[config.mk]
export PLATFORM = sky130hd
export DESIGN_NAME = fetch_stage_flat
export DESIGN_NICKNAME = d
export VERILOG_FILES = /design/src/rtl/fetch_stage_if.sv /design/src/rtl/fetch_stage.sv /design/src/flat_wrapper.sv
export SDC_FILE = /design/constraint.sdc
export NUM_CORES = 1
export LEC_CHECK = 0
export ABC_AREA = 1
export BUFFER_PORTS_ARGS = -buffer_cell sky130_fd_sc_hd__buf_2
export CAP_MARGIN = 30
export CORE_MARGIN = 2
export CORE_UTILIZATION = 36
export CTS_BUF_LIST = sky130_fd_sc_hd__clkbuf_8
export CTS_CLUSTER_DIAMETER = 200
export DETAILED_ROUTE_END_ITERATION = 12
export PLACE_DENSITY = 0.71
export SETUP_SLACK_MARGIN = 0.5
export SYNTH_ARGS = -nofsm -noshare
export SYNTH_HDL_FRONTEND = slang
export SYNTH_SLANG_ARGS = --single-unit
[constraint.sdc]
create_clock -name clk -period 2.19 [get_ports clk]
set_clock_uncertainty 0.15 [all_clocks]
set_input_delay 0 -clock clk [delete_from_list [all_inputs] [get_ports clk]]
set_output_delay 0 -clock clk [all_outputs]
set_load 0.005 [all_outputs]
[src/rtl/fetch_stage_if.sv]
// Fetch-stage control, instruction-memory and IF/ID signal bundle.
// Optional macro FETCH_REDIRECT_COUNT_EN adds the redirect_count output.
interface fetch_stage_if;
    logic        halt;
    logic        if_flush;
    logic        pc_op;
    logic        b_jmp;
    logic        stall;
    logic [15:0] branch_target;
    logic [15:0] jump_target;
    logic [15:0] imem_addr;
    logic [15:0] imem_rdata;
    logic [15:0] if_id_instr;
    logic [15:0] if_id_pc2;
    logic        if_id_valid;
    logic        halted;
`ifdef FETCH_REDIRECT_COUNT_EN
    logic [15:0] redirect_count;

    modport master (
        output halt, if_flush, pc_op, b_jmp, stall, branch_target, jump_target, imem_rdata,
        input  imem_addr, if_id_instr, if_id_pc2, if_id_valid, halted, redirect_count
    );

    modport slave (
        input  halt, if_flush, pc_op, b_jmp, stall, branch_target, jump_target, imem_rdata,
        output imem_addr, if_id_instr, if_id_pc2, if_id_valid, halted, redirect_count
    );
`else
    modport master (
        output halt, if_flush, pc_op, b_jmp, stall, branch_target, jump_target, imem_rdata,
        input  imem_addr, if_id_instr, if_id_pc2, if_id_valid, halted
    );

    modport slave (
        input  halt, if_flush, pc_op, b_jmp, stall, branch_target, jump_target, imem_rdata,
        output imem_addr, if_id_instr, if_id_pc2, if_id_valid, halted
    );
`endif
endinterface

[src/rtl/fetch_stage.sv]
// Instruction fetch stage: PC register, RUN/HALTED control and IF/ID pipeline register.
// Optional macro FETCH_REDIRECT_COUNT_EN adds a 16-bit count of accepted PC redirects.
module fetch_stage (
    input logic          clk,
    input logic          reset,
    fetch_stage_if.slave bus
);

    typedef enum logic [0:0] {StRun, StHalted} state_e;

    state_e      state_q, state_d;
    logic [15:0] pc_q, pc_d;
    logic [15:0] instr_q, instr_d;
    logic [15:0] pc2_q, pc2_d;
    logic        valid_q, valid_d;
    logic [15:0] pc_plus2;
    logic [15:0] redirect_target;
    logic        redirect_accept;

    assign pc_plus2        = pc_q + 16'd2;
    // Instructions are halfword aligned, so a redirect never lands on an odd byte.
    assign redirect_target = (bus.b_jmp ? bus.branch_target : bus.jump_target) & 16'hFFFE;

    always_comb begin
        state_d         = state_q;
        pc_d            = pc_q;
        instr_d         = instr_q;
        pc2_d           = pc2_q;
        valid_d         = valid_q;
        redirect_accept = 1'b0;
        unique case (state_q)
            StRun: begin
                if (bus.halt) begin
                    state_d = StHalted;
                    instr_d = 16'h0000;
                    pc2_d   = 16'h0000;
                    valid_d = 1'b0;
                end else if (bus.pc_op) begin
                    pc_d            = redirect_target;
                    instr_d         = 16'h0000;
                    pc2_d           = 16'h0000;
                    valid_d         = 1'b0;
                    redirect_accept = 1'b1;
                end else if (bus.if_flush) begin
                    pc_d    = pc_plus2;
                    instr_d = 16'h0000;
                    pc2_d   = 16'h0000;
                    valid_d = 1'b0;
                end else if (!bus.stall) begin
                    pc_d    = pc_plus2;
                    instr_d = bus.imem_rdata;
                    pc2_d   = pc_plus2;
                    valid_d = 1'b1;
                end
            end
            StHalted: begin
                // Only reset leaves HALTED; everything holds.
            end
            default: state_d = StRun;
        endcase
    end

    always_ff @(posedge clk or posedge reset) begin
        if (reset) begin
            state_q <= StRun;
            pc_q    <= 16'h0000;
            instr_q <= 16'h0000;
            pc2_q   <= 16'h0000;
            valid_q <= 1'b0;
        end else begin
            state_q <= state_d;
            pc_q    <= pc_d;
            instr_q <= instr_d;
            pc2_q   <= pc2_d;
            valid_q <= valid_d;
        end
    end

    assign bus.imem_addr   = pc_q;
    assign bus.if_id_instr = instr_q;
    assign bus.if_id_pc2   = pc2_q;
    assign bus.if_id_valid = valid_q;
    assign bus.halted      = (state_q == StHalted);

`ifdef FETCH_REDIRECT_COUNT_EN
    logic [15:0] redirect_count_q;

    always_ff @(posedge clk or posedge reset) begin
        if (reset) begin
            redirect_count_q <= 16'h0000;
        end else if (redirect_accept) begin
            redirect_count_q <= redirect_count_q + 16'd1;
        end
    end

    assign bus.redirect_count = redirect_count_q;
`else
    logic unused_redirect_accept;
    assign unused_redirect_accept = redirect_accept;
`endif

endmodule

[src/flat_wrapper.sv]
// flat-port wrapper written by rule: the top's interface ports become plain ports
module fetch_stage_flat 
  (clk, reset, bus_halt, bus_if_flush, bus_pc_op, bus_b_jmp, bus_stall, bus_branch_target, bus_jump_target, bus_imem_rdata, bus_imem_addr, bus_if_id_instr, bus_if_id_pc2, bus_if_id_valid, bus_halted);
  fetch_stage_if bus_i ();
  input logic clk;
  input logic reset;
  input wire logic [$bits(bus_i.halt)-1:0] bus_halt;
  input wire logic [$bits(bus_i.if_flush)-1:0] bus_if_flush;
  input wire logic [$bits(bus_i.pc_op)-1:0] bus_pc_op;
  input wire logic [$bits(bus_i.b_jmp)-1:0] bus_b_jmp;
  input wire logic [$bits(bus_i.stall)-1:0] bus_stall;
  input wire logic [$bits(bus_i.branch_target)-1:0] bus_branch_target;
  input wire logic [$bits(bus_i.jump_target)-1:0] bus_jump_target;
  input wire logic [$bits(bus_i.imem_rdata)-1:0] bus_imem_rdata;
  output wire logic [$bits(bus_i.imem_addr)-1:0] bus_imem_addr;
  output wire logic [$bits(bus_i.if_id_instr)-1:0] bus_if_id_instr;
  output wire logic [$bits(bus_i.if_id_pc2)-1:0] bus_if_id_pc2;
  output wire logic [$bits(bus_i.if_id_valid)-1:0] bus_if_id_valid;
  output wire logic [$bits(bus_i.halted)-1:0] bus_halted;
  assign bus_i.halt = bus_halt;
  assign bus_i.if_flush = bus_if_flush;
  assign bus_i.pc_op = bus_pc_op;
  assign bus_i.b_jmp = bus_b_jmp;
  assign bus_i.stall = bus_stall;
  assign bus_i.branch_target = bus_branch_target;
  assign bus_i.jump_target = bus_jump_target;
  assign bus_i.imem_rdata = bus_imem_rdata;
  assign bus_imem_addr = bus_i.imem_addr;
  assign bus_if_id_instr = bus_i.if_id_instr;
  assign bus_if_id_pc2 = bus_i.if_id_pc2;
  assign bus_if_id_valid = bus_i.if_id_valid;
  assign bus_halted = bus_i.halted;
  fetch_stage u_core (.clk(clk), .reset(reset), .bus(bus_i));
endmodule
Word-level counts from Yosys, hierarchy flattened

Index checks and enable logic that the tools add are counted.

Shifts and indexed selects: 0
Multiplexer cells: 17
Div/mod/pow operators: 0
Reduce and logical (&&, ||, !) cells: 2
Magnitude comparators: 0
Eq/ne operators: 2
Bitwise operators: 2
Add/subtract/negate cells: 1
Multiply operators: 0

Operator list:

| operator                                      | number |
|---|---|
| two-way mux 16 bit                            | 11 |
| adder 16 x 2 -> 16 bit, second input constant | 1 |
| two-way mux 1 bit                             | 6 |
| inequality test 4 bit, second input constant  | 1 |
| inequality test 3 bit, second input constant  | 1 |
| AND reduction 3 bit                           | 1 |
| inverter 1 bit                                | 2 |
| AND reduction 2 bit                           | 1 |

Bits in registers: 50
Memory bits (writable): 0
Word-level logic and storage cells: 29
Bits in latches: 0
ROM bits: 0
Memories: 0

Longest topological paths before layout

Gate-level depths: netlist of the first run.

Depth after elaboration: 5
Gate-level depth with buffers: 9
Depth with buffers taken out: 8

Worst setup path before layout of the first run

Ideal clock, no wire load.

Path type: register -> register
Start: register u_core.pc_q[1], in the netlist u_core.bus.imem_addr[1]
End: register u_core.pc_q[7], in the netlist u_core.bus.imem_addr[7]
Clock period less this slack: 1495 ps
Arrival time: 1219 ps
Library setup time: 126 ps
Required time: 1914 ps
Path slack: 695 ps
Stages on the path, launching flop included: 8
Path through: dfrtp_1 -> ha_1 -> nand2_1 -> nor2_1 -> xor2_1 -> nand2_1 -> nand2_1 -> o21ai_0

Word-level cells in the longest chain between the ends: 4

Ends and longest elaborated chain:

| what                       | line              | text |
|---|---|---|
| from (decl)                | fetch_stage.sv:12 | `logic [15:0] pc_q, pc_d;` |
| from (signal assigned)     | fetch_stage.sv:72 | `pc_q <= pc_d;` |
| adder 16 x 2 -> 16 bit (*) | fetch_stage.sv:20 | `assign pc_plus2 = pc_q + 16'd2;` |
| two-way mux 16 bit         | fetch_stage.sv:49 | `end else if (!bus.stall) begin` |
| two-way mux 16 bit (*)     | fetch_stage.sv:44 | `end else if (bus.if_flush) begin` |
| two-way mux 16 bit (*)     | fetch_stage.sv:38 | `end else if (bus.pc_op) begin` |

Every way passes the cells marked *; elsewhere a longest branch is shown, timed or not. The select of a mux whose other input is x is not followed.
A chain may end at the register's enable or synchronous reset.

Final worst setup path of the first run

Start: register u_core.pc_q[1], in the netlist u_core.bus.imem_addr[1]
End: register u_core.pc_q[1], in the netlist u_core.bus.imem_addr[1]

The elaborated chain is that of the path after synthesis.

==> run metrics, run 1 <==
status=complete, but fails checks; violated checks=hold timing; proportion of layout cells with a drive suffix above 1=0.294; Clk Tree Root Cell=clkbuf_8; internal reg-to-reg setup slack=0.52 ns; pin count of the biggest net entering global routing=34; Worst Reg2Reg Path Length in Cells=5; final-layout fill cell count=607; Clk pwr share=0.307; die height=86.7 µm; Switching Share=0.271; compound-cell area share of the yosys netlist=0.156; Levels on crit path=5; number of global-route vias before repair=2460; MaxCap Viol Count=0; CTS tree=yes; Gate power share=0.205; syn_nets=349; most frequent cells in the layout=buf_2 (101), nand2_1 (82), dlygate4sd3_1 (48); H-tree Lvls=2; setup TNS=0 ns; Hold Crit Class=input pin to flop; Buffers on Ports=101; mapped cell area=2460 µm²; post-synth cell types=28; Seq pwr share=0.488; Max IR drop VDD=0.263 mV; Max stage delay cell, worst path=dlygate4sd3_1; drt total wl=7070 µm; RSZ-0062 raised after global routing=true; Vias=2474; multiplexer share of the synthesized area=0; Clock transition at path regs=0.09 ns; dpl ws=0.390 ns; Worst Path Required=2.27 ns; Pleak=1.97 nW; starting DRC count in detailed routing=132; CP max FO=5; routed len/inst=13.5 µm; max-slew violations=0; Int Power=0.00156 W; synthesis-to-finish area growth=49.0%; power per cell area=585 nW/µm²; core footprint=6720 µm²; commonest non-fill, non-tap cell in the layout=buf_2; register area share after synthesis=0.498; diode count=0; WP buf/inv=2; Net Switching=0.000582 W; clk buf depth=2; critical path type=flop to flop; Die ar.=7520 µm²; #FFs+latches synth=49; max_slew headroom=0.654; Period Utilization, post-route=0.761; Residual DRC=0; TritonCTS buffer count=5; Post-Synth Simple-Gate Area=0.252; Synthesis Warnings=0; initial antenna violation count=0; mean post-synth cell area=8.44 µm²; Post-synth EDFFs=0; Main synth FF type=dfrtp_1; WHS=-0.00304 ns; Slew @ Worst Pin=0.518 ns; element type at the critical path end=flop; DR vias/cell=4.74; I/O pin total=105; CP peak stage delay=0.56 ns; Final Hold Vio Count=1; Worst Path Arrival=1.75 ns; Max Clock Freq=600 MHz; PnR worst setup slack=0.523 ns; dpl hpwl=4760 µm; post-route ant nets=0; clk_lat worst skew=0.30 ns; critical path, cell by cell=buf_4, o22ai_1, dlygate4sd3_1, nand2_1, o21ai_0; gpl congestion=0.810; Initial Utilization=0.367; Total GRT Usage=0.195; setup violators final=0; adder-cell share of the synthesized area=0.0102; Final Critical Period=1.67 ns; grt ovf=0; Num Clock Sinks=49; Synth Area in XOR/XNOR=0.0249; Critical Path Source Type=flop; hold path depth=4; Mapped Cells=292; Core Rows=30; first-pass GRT wire length=11400 µm; NumNets Final=498; delay-heaviest family, CP=buffers and inverters; largest family of logic cells by synthesized area=simple AND/OR/NAND/NOR gates; chip width=86.7 µm; Synth async-reset ratio=1.00; total iterations of the first detailed-routing run=5
==> what timing repair did <==
item / in CTS / in global routing
endpoints found under the hold margin: 86 / 0
pin swaps: 0 / 1
hold buffers: 48 / 0
gates cloned: 0 / 0
setup buffers: 0 / 1
resized for setup: 3 / 10
endpoints found under the setup margin: 8 / 32
==> synth_stat cells, types with 2 or more instances <==
library cell | number | area [µm²]
a21oi_1 | 10 | 50.1
xor2_1 | 5 | 43.8
nand2_1 | 82 | 308
dfrtp_1 | 49 | 1230
nor2_1 | 43 | 161
inv_4 | 2 | 12.5
ha_1 | 2 | 25.0
nand3b_1 | 2 | 15.0
buf_2 | 5 | 25.0
nand3_1 | 9 | 45.0
buf_6 | 2 | 22.5
nand2_4 | 2 | 22.5
inv_1 | 16 | 60.1
o21ai_0 | 19 | 95.1
clkbuf_1 | 4 | 15.0
a22o_1 | 20 | 175
nand4_1 | 4 | 25.0
xnor2_1 | 2 | 17.5
a31oi_1 | 5 | 31.3
==> registers in the layout, indices dropped and copies added, names as in the netlist <==
register	flops
u_core.bus.imem_addr	15
u_core.bus.halted	1
u_core.bus.if_id_instr	16
u_core.bus.if_id_valid	1
u_core.bus.if_id_pc2	16
==> area by class of cell <==
type	instances	area, µm²	area share
sequential	49	1230	0.335
clock buffer	6	82.6	0.0225
timing repair buffer	154	1020	0.279
clock inverter	2	33.8	0.00920
multi-input combinational	213	1120	0.306
tap	80	100	0.0273
inverter	18	77.6	0.0211
==> stage by stage <==
step                      total power (W)  instances  hold slack, ns   util  area, µm²
after floorplan                   0.00124        292         -0.0204      -       2460
after global placement            0.00141        465         -0.0922  0.451       3030
final                             0.00215        522        -0.00304  0.546       3670
after detailed placement          0.00142        465          -0.106  0.451       3030
after global routing              0.00227        522          0.0263  0.546       3670
after CTS                         0.00215        521         0.00780  0.541       3630
==> worst register-to-register path: stages, from the launching register on <==
cell and delay (ns):
dfrtp_2 0.46, buf_4 0.16, o22ai_1 0.15, dlygate4sd3_1 0.56
nand2_1 0.05, o21ai_0 0.06
==> power groups by stage <==
stage	sequential, W	clock (W)	combinational (W)
finish	0.00105	0.000659	0.000440
global route	0.00106	0.000720	0.000493
CTS	0.00105	0.000681	0.000426
detailed placement	0.00106	0	0.000356
global placement	0.00106	0	0.000350
floorplan	0.00105	0	0.000184
==> kinds of logic after synthesis <==
group,count (synthesis)
adder cells (fa/ha/maj),2
AO/OA/AOI/OAI,57
AND/OR/NAND/NOR,146
flip-flops,49
other,1
XOR/XNOR,7
buffers and inverters,30
==> metal layers <==
metal	part of all wire	vias up	wire [µm]	track usage
met1	0.44	1120	3100	0.241
met4	0.011	0	77	0.0568
met3	0.063	6	442	0.0410
li1	-	1254	-	-
met2	0.49	94	3460	0.341
met5	0	-	0	0
==> worst paths after layout <==
check                                              from                    endpoint
worst max-delay path            u_core.bus.imem_addr[1]     u_core.bus.imem_addr[1]
worst min-delay path                          bus_pc_op     u_core.bus.imem_addr[9]
worst max register to register  u_core.bus.imem_addr[1]     u_core.bus.imem_addr[1]
worst min register to register   u_core.bus.if_id_valid      u_core.bus.if_id_valid
max in group asynchronous                         reset  u_core.bus.if_id_instr[15]
min in group asynchronous                         reset     u_core.bus.if_id_pc2[7]
Power figures use the tool's default switching activity.
==> run 2: changes to the inputs <==
clock period = 1.7 ns   (was 2.19 ns; I/O delays follow)
==> run 2 against run 1 <==
The flow still finishes with violations (hold timing). Design area grew 19%. Sequential cell count is the same. Power grew 39%. Final cell count grew 5.2%. Critical path type unchanged. Non-clock buffer count grew 23. Wire length grew 25%. Global-route usage grew 1.9 points. Largest power group unchanged. Sequential power grew 30%. First-iteration DRC count grew 20%. Register-to-register slack lost 0.45 ns. Via count grew 11%. Highest routed layer unchanged. Critical endpoint is now u_core.bus.imem_addr[7].
==> run metrics, run 2 (same netlist as run 1, synthesis figures left out) <==
status=complete, but fails checks; violated checks=hold timing; MaxCap Viol Count=0 (unchanged); Final Critical Period=1.62 ns (-0.0431 ns); Residual DRC=0 (unchanged); Cells after DPL=468 (+0.65%); internal reg-to-reg setup slack=0.08 ns (-0.45 ns); TritonCTS buffer count=5 (unchanged); dpl hpwl=4830 µm (+1.6%); WHS=-0.0666 ns (-0.0636 ns); Final Instance Count excl. Fillers=549 (+5.2%); Critical Path Source Type=flop; core footprint=6720 µm² (unchanged); DR vias/cell=5.00 (+5.6%); Net Switching=0.000877 W (+51%); Pleak=2.26 nW (+14%); critical path type=flop to flop; Core Rows=30 (unchanged); wire length on met1=3700 µm (+20%); Clk Tree Root Cell=clkbuf_8; Switching Share=0.294 (+0.0223); starting DRC count in detailed routing=159 (+20%); Slew @ Worst Pin=0.590 ns (+0.0723 ns); post-route ant nets=0 (unchanged); diode count=0 (unchanged); Num Clock Sinks=49 (unchanged); drt total wl=8810 µm (+25%); Worst Path Arrival=1.66 ns (-0.09 ns); routed len/inst=16.0 µm (+18%); first-pass GRT wire length=12600 µm (+10%); critical path, cell by cell=ha_4, nand2_4, nor2_4, xor2_1, nand2_1, nand2_1, o21ai_1; NumNets Final=525 (+5.4%); chip width=86.7 µm (unchanged); grt ovf=0 (unchanged); element type at the critical path end=flop; Buffers on Ports=101 (unchanged); gpl congestion=0.815 (+0.70%); Initial Utilization=0.367 (unchanged); WP buf/inv=0 (-2); Clk pwr share=0.288 (-0.019); number of hold buffers added after CTS=41 (-15%); Max IR drop VDD=0.464 mV (+76%); Max Clock Freq=616 MHz (+2.7%); CP max FO=5 (unchanged); final-layout fill cell count=513 (-15%); Total GRT Usage=0.214 (+0.0189); initial antenna violation count=0 (unchanged); fin util=0.652 (+0.106); cell mode on critical path=nand2_1; Final Hold Vio Count=3 (+2); CP peak stage delay=0.47 ns (-0.09 ns); most frequent cells in the layout=buf_2 (101), nand2_1 (65), dlygate4sd3_1 (41); Die ar.=7520 µm² (unchanged); Vias=2747 (+11%); die height=86.7 µm (unchanged); max_slew headroom=0.606 (-0.0487); RSZ-0062 raised after global routing=true; met3 wire length=544 µm (+23%); commonest non-fill, non-tap cell in the layout=buf_2; synthesis-to-finish area growth=77.8%; Clock transition at path regs=0.09 ns (about the same); total power=0.00299 W (+39%); total iterations of the first detailed-routing run=4 (-1); met2 WL=4360 µm (+26%); number of global-route vias before repair=2610 (+6.1%); setup TNS=0 ns (unchanged); I/O pin total=105 (unchanged); Int Power=0.00211 W (+35%); Top Metal Used=met4; setup violators final=0 (unchanged); Seq pwr share=0.460 (-0.028); clk buf depth=2 (unchanged); Hold Crit Class=input pin to flop; delay-heaviest family, CP=flip-flops; CTS tree=yes; power per cell area=681 nW/µm² (+17%); H-tree Lvls=2 (unchanged); Gate power share=0.251 (+0.046); clk_lat worst skew=0.30 ns (about the same); Worst Path Required=1.74 ns (-0.53 ns); Period Utilization, post-route=0.955 (+0.194); pin count of the biggest net entering global routing=27 (-21%); Max stage delay cell, worst path=dfrtp_2; max-slew violations=0 (unchanged); proportion of layout cells with a drive suffix above 1=0.463 (+0.169)
==> run 2: per-layer routing <==
metal,track usage,up-vias
met5,0,-
met2,0.373,129
met1,0.271,1283
met3,0.0362,23
li1,-,1312
met4,0.0625,0
==> run 2: timing repair <==
| action | 4_1_cts | 5_1_grt |
|---|---|---|
| cloned | 6 | 4 |
| endpoints found under the setup margin | 47 | 50 |
| gates resized for setup | 26 | 72 |
| pin swaps | 26 | 26 |
| hold endpoints to repair | 59 | 1 |
| setup buffers | 10 | 12 |
==> run 2: metrics by stage <==
step	setup slack (ns)	instance area, µm²
global placement	0.223	3110
CTS	0.198	3950
floorplan	0.301	2530
global route	0.00626	4380
finish	0.0759	4380
detailed placement	0.164	3110
==> run 2: worst paths after layout <==
check,startpoint,cells after the start,to
max,u_core.bus.imem_addr[2],7,u_core.bus.imem_addr[7]
min,bus_halt,4,u_core.bus.halted
max reg2reg,u_core.bus.imem_addr[2],7,u_core.bus.imem_addr[7]
min reg2reg,u_core.bus.if_id_pc2[13],2,u_core.bus.if_id_pc2[13]
max in group asynchronous,reset,4,u_core.bus.if_id_pc2[13]
min in group asynchronous,reset,3,u_core.bus.if_id_pc2[2]
==> run 2: worst reg2reg max path: stages, from the launching register on <==
cell	delay (ns)
dfrtp_2	0.47
ha_4	0.17
nand2_4	0.05
nor2_4	0.19
xor2_1	0.23
nand2_1	0.09
nand2_1	0.08
o21ai_1	0.07
==> run 2: area by class of cell <==
| type | count | area [µm²] | area share |
|---|---|---|---|
| clock inverter | 2 | 33.8 | 0.00771 |
| tap | 80 | 100 | 0.0229 |
| inverter | 18 | 101 | 0.0231 |
| clock buffer | 6 | 82.6 | 0.0189 |
| timing repair inverter | 3 | 43.8 | 0.0100 |
| multi-input combinational | 214 | 1400 | 0.319 |
| sequential | 49 | 1240 | 0.282 |
| timing repair buffer | 177 | 1380 | 0.316 |
==> run 2: power groups by stage <==
stage | Combinational, W | Clock, W | Sequential (W)
finish | 0.000750 | 0.000861 | 0.00137
floorplan | 0.000247 | 0 | 0.00136
global placement | 0.000468 | 0 | 0.00136
detailed placement | 0.000475 | 0 | 0.00137
CTS | 0.000604 | 0.000875 | 0.00135
global route | 0.000813 | 0.000932 | 0.00139
